`config.mk`:
```
export PLATFORM = sky130hd
export DESIGN_NAME = fifo_stream_rd
export DESIGN_NICKNAME = d
export VERILOG_FILES = /design/src/rtl/fifo_stream_rd.sv
export SDC_FILE = /design/constraint.sdc
export NUM_CORES = 1
export LEC_CHECK = 0
export BUFFER_PORTS_ARGS = -buffer_cell sky130_fd_sc_hd__buf_4
export CAP_MARGIN = 10
export CORE_MARGIN = 1
export CORE_UTILIZATION = 25
export DETAILED_ROUTE_END_ITERATION = 7
export PLACE_DENSITY = 0.57
export SLEW_MARGIN = 20
export SYNTH_ARGS = -nofsm -noshare
export SYNTH_HDL_FRONTEND = slang
export SYNTH_SLANG_ARGS = --single-unit
export TNS_END_PERCENT = 10
```
`constraint.sdc`:
```
create_clock -name clk_i -period 1.26 [get_ports clk_i]
set_input_delay 0.126 -clock clk_i [delete_from_list [all_inputs] [get_ports clk_i]]
set_output_delay 0.126 -clock clk_i [all_outputs]
set_load 0.02 [all_outputs]
```
`src/rtl/fifo_stream_rd.sv`:
```
// Drain stage for a registered-read FIFO: pops words and presents them as a framed valid/ready stream.
// Optional statistics counters are compiled in with `define FIFO_RD_STATS_EN.
module fifo_stream_rd #(
  parameter int unsigned DWIDTH  = 8,
  parameter int unsigned PKT_LEN = 16
`ifdef FIFO_RD_STATS_EN
  ,
  parameter int unsigned STAT_WIDTH = 16
`endif
) (
  input  logic              clk_i,
  input  logic              arst_n_i,
  input  logic              fifo_empty_i,
  input  logic [DWIDTH-1:0] fifo_rddata_i,
  output logic              fifo_rd_o,
  output logic [DWIDTH-1:0] m_data_o,
  output logic              m_valid_o,
  input  logic              m_ready_i,
  output logic              m_last_o,
  input  logic              flush_i
`ifdef FIFO_RD_STATS_EN
  ,
  output logic [STAT_WIDTH-1:0] stat_words_o,
  output logic [STAT_WIDTH-1:0] stat_stall_o
`endif
);

  localparam int unsigned CWIDTH = $clog2(PKT_LEN) + 1;
  localparam logic [CWIDTH-1:0] LAST_BEAT = CWIDTH'(PKT_LEN - 1);

  typedef enum logic [1:0] {
    IDLE   = 2'd0,
    SETTLE = 2'd1,
    VALID  = 2'd2
  } state_t;

  state_t              state_q, state_d;
  logic [DWIDTH-1:0]   data_q, data_d;
  logic [CWIDTH-1:0]   cnt_q, cnt_d;
  logic                valid_q, valid_d;
  logic                last_q, last_d;
  logic                rd_q, rd_d;
  logic                hs;

  assign hs = valid_q & m_ready_i;

  // State and output registers
  always_ff @(posedge clk_i or negedge arst_n_i) begin
    if (!arst_n_i) begin
      state_q <= IDLE;
      data_q  <= '0;
      cnt_q   <= '0;
      valid_q <= 1'b0;
      last_q  <= 1'b0;
      rd_q    <= 1'b0;
    end else begin
      state_q <= state_d;
      data_q  <= data_d;
      cnt_q   <= cnt_d;
      valid_q <= valid_d;
      last_q  <= last_d;
      rd_q    <= rd_d;
    end
  end

  // Next state; the pop strobe is registered so it is high for exactly the SETTLE cycle,
  // one cycle after the empty flag was seen low with no pop in flight.
  always_comb begin
    state_d = state_q;
    data_d  = data_q;
    cnt_d   = cnt_q;
    unique case (state_q)
      IDLE: begin
        if (!fifo_empty_i) state_d = SETTLE;
      end
      SETTLE: begin
        data_d  = fifo_rddata_i;
        state_d = VALID;
      end
      VALID: begin
        if (hs) begin
          cnt_d   = (cnt_q == LAST_BEAT) ? '0 : cnt_q + CWIDTH'(1);
          state_d = fifo_empty_i ? IDLE : SETTLE;
        end
      end
      default: state_d = IDLE;
    endcase
    // Flush wins over a same-cycle handshake; any in-flight word is dropped
    if (flush_i) begin
      state_d = IDLE;
      cnt_d   = '0;
    end
    valid_d = (state_d == VALID);
    last_d  = valid_d && (cnt_d == LAST_BEAT);
    rd_d    = (state_d == SETTLE);
  end

  assign fifo_rd_o = rd_q;
  assign m_data_o  = data_q;
  assign m_valid_o = valid_q;
  assign m_last_o  = last_q;

`ifdef FIFO_RD_STATS_EN
  logic [STAT_WIDTH-1:0] words_q, stall_q;

  // Saturating counters; cleared by reset only
  always_ff @(posedge clk_i or negedge arst_n_i) begin
    if (!arst_n_i) begin
      words_q <= '0;
      stall_q <= '0;
    end else begin
      if (hs && !flush_i && (words_q != '1)) words_q <= words_q + STAT_WIDTH'(1);
      if (valid_q && !m_ready_i && (stall_q != '1)) stall_q <= stall_q + STAT_WIDTH'(1);
    end
  end

  assign stat_words_o = words_q;
  assign stat_stall_o = stall_q;
`endif

endmodule

```
==> reports/results.tsv <==
metric	value	unit
CTS root buf	clkbuf_4	
# rows	19	
Worst EP required	1460	ps
crit path max fanout	5	
initial antenna violation count	0	
synthesis-to-layout area growth	47.0	%
Inserted Clock Buffers	3	
TritonCTS clock tree	built	
Slew @ Worst Pin	355	ps
HP Class	input port to flop	
Slew headroom	75.7	%
Syn Nets	74	
internal reg-to-reg setup slack	-170	ps
Setup Skew	2.20	ps
number of max-cap violations	0	
share of layout cells above drive strength 1	56.7	%
IO Count	24	
Setup CP Type	flop to flop	
Slew Limit Fails	0	
status	finished, violations left	
number of global-route vias before repair	694	
Final Wtd Congestion	0.915	
DIE AREA	3320	µm²
via count	621	
Worst-Skew Late Latency	280	ps
area of the multi-input gates	344	µm²
fin util	39.9	%
CP startpoint kind	flop	
Clock transition at path regs	100	ps
largest net degree at the start of global routing	19	
Yosys reg bits	18	
setup bufs post-CTS	0	
Tmin final	1430	ps
final hold violations	0	
WHS Path Cells	2	
GRT Total Usage	10.7	%
Ys Warns	0	
failing checks	design-rule violations, negative setup slack	
# H-tree levels	1	
Initial Utilization	27.1	%
Core ar.	2850	µm²
crit path DAT	1630	ps
number of remaining DRC errors	1	
Setup violations, final	2	
post-synthesis sequential area ratio	58.2	%
Port Buf Inserts	23	
register area	450	µm²
fillers	282	
Iteration-0 DRC Markers	7	
ANT cells	0	
Post-Syn Instances	60	
top achievable clock speed	701	MHz
Netlist cell types	24	
Lkg Pwr	0.529	nW
unrepaired setup endpoints after global routing	true	
final setup TNS	-227	ps
Tcrit/Tclk final	113	%
GRT Residual Overflow	0	
DIE WIDTH	57.7	µm
first-pass GRT wire length	2840	µm
cell area after synthesis	774	µm²
HPWL after DPL	1240	µm
worst IR drop on VDD	624	µV
Final #Nets	113	
Final WS setup	-166	ps
antenna-violating nets left	0	
Hold Crit Start	fifo_rddata_i[7]	
Routed WL per cell	13.2	µm
Mean Syn Cell Area	12.9	µm²
Detailed Routing Iterations Pass 1	6	
Max Root-Sink Buffers	2	
worst reg2reg startpoint	state_q[0]	
CP Capture Type	flop	
PD cells	1190	nW/µm²
drt total wl	1690	µm
CP Launch Point	state_q[0]	
Die Y	57.7	µm
CTS Sinks	18	
R2R depth	4	
vias per cell	4.85	
[synthesized netlist by cell type]
library cell  count  area (µm²)
ha_1              1        12.5
nor4_2            1        12.5
dfrtp_1          18         450
or3_1             1        6.26
a31oi_1           1        6.26
and2b_2           1        8.76
nand2_1           5        18.8
and4b_2           1        11.3
nand2b_1          2        12.5
nand3_1           1        5.00
nor2_1            6        22.5
o22ai_1           1        6.26
a2111oi_0         2        17.5
a41oi_1           1        8.76
clkbuf_1          1        3.75
xor2_1            1        8.76
a21oi_1           2        10.0
a21boi_4          1        18.8
mux2_2            8        90.1
nand4b_1          1        8.76
a32oi_1           1        8.76
nor3_1            1        5.00
buf_6             1        11.3
and4b_1           1        10.0
[flip-flops by register name, summed over array words and instances, names as in the netlist]
register / flops
cnt_q: 5
fifo_rd_o: 1
m_data_o: 8
m_last_o: 1
m_valid_o: 1
state_q: 2
[worst max-delay path, cell delays in order, from the launching register on]
cell,delay (ps)
dfrtp_1,430
and2b_2,260
a21boi_4,60
or3_1,330
nor4_2,260
[logic make-up after synthesis]
kind of cell,Yosys count,synth area share (%)
multiplexers,8,11.6
buffers and inverters,2,1.94
adder cells (fa/ha/maj),1,1.62
AND/OR/NAND/NOR,21,15.7
AO/OA/AOI/OAI,9,9.86
XOR/XNOR,1,1.13
flip-flops,18,58.2
[path summary, 6_finish.rpt]
| kind | end |
|---|---|
| setup reg to reg | m_last_o |
| hold reg to reg | m_data_o[7] |
| min in group asynchronous | cnt_q[0] |
| max in group asynchronous | cnt_q[2] |
| setup / recovery | m_last_o |
| hold / removal | m_data_o[7] |
[per-stage QoR]
stage               instance area, µm²  hold WS (ps)  setup slack, ps  cells  total power, W
floorplan                          777          -170            -89.2     60        0.000891
global placement                  1060          9.64            -53.7    123         0.00107
detailed placement                1060          8.01             -121    123         0.00107
CTS                               1110          57.8             -143    128         0.00137
global route                      1140          58.1             -314    128         0.00142
finish                            1140          66.5             -166    128         0.00135
[placed cells by master, fill, tap and decap left out, types with 2 or more instances in the layout]
master	synthesis	routed
buf_4	0	32
dfrtp_1	18	18
mux2_2	8	8
nor2_1	6	6
nand2_1	5	5
clkbuf_4	0	3
a2111oi_0	2	2
a21oi_1	2	2
dlygate4sd3_1	0	2
buf_6	1	2
[area by class of cell]
class                           count  share of cell area, %
Sequential cell                    18                   39.6
Multi-Input combinational cell     40                   30.2
Timing Repair Buffer               36                   24.8
Tap cell                           31                   3.41
Clock buffer                        3                   1.98
[metal layers]
metal	vias up	share of wire [%]	track usage [%]
met5	-	0	0
met4	0	0.83	2.38
met3	2	4.7	2.23
met2	23	53	18.9
met1	305	42	13.6
li1	291	-	-
[repair_timing]
item                                    4_1_cts  5_1_grt
resized for setup                             2        5
endpoints found under the setup margin       10       12
endpoints found under the hold margin        20        0
pin swaps                                     1        1
cloned                                        0        0
hold buffers                                  2        0
[power breakdown]
part	leakage, nW	internal [W]	switching (W)
Combinational	0.285	0.000199	0.000176
Clock	0.0138	0.000111	0.000170
Sequential	0.230	0.000653	0.0000419
No activity file was read; power rests on OpenSTA's default activity.
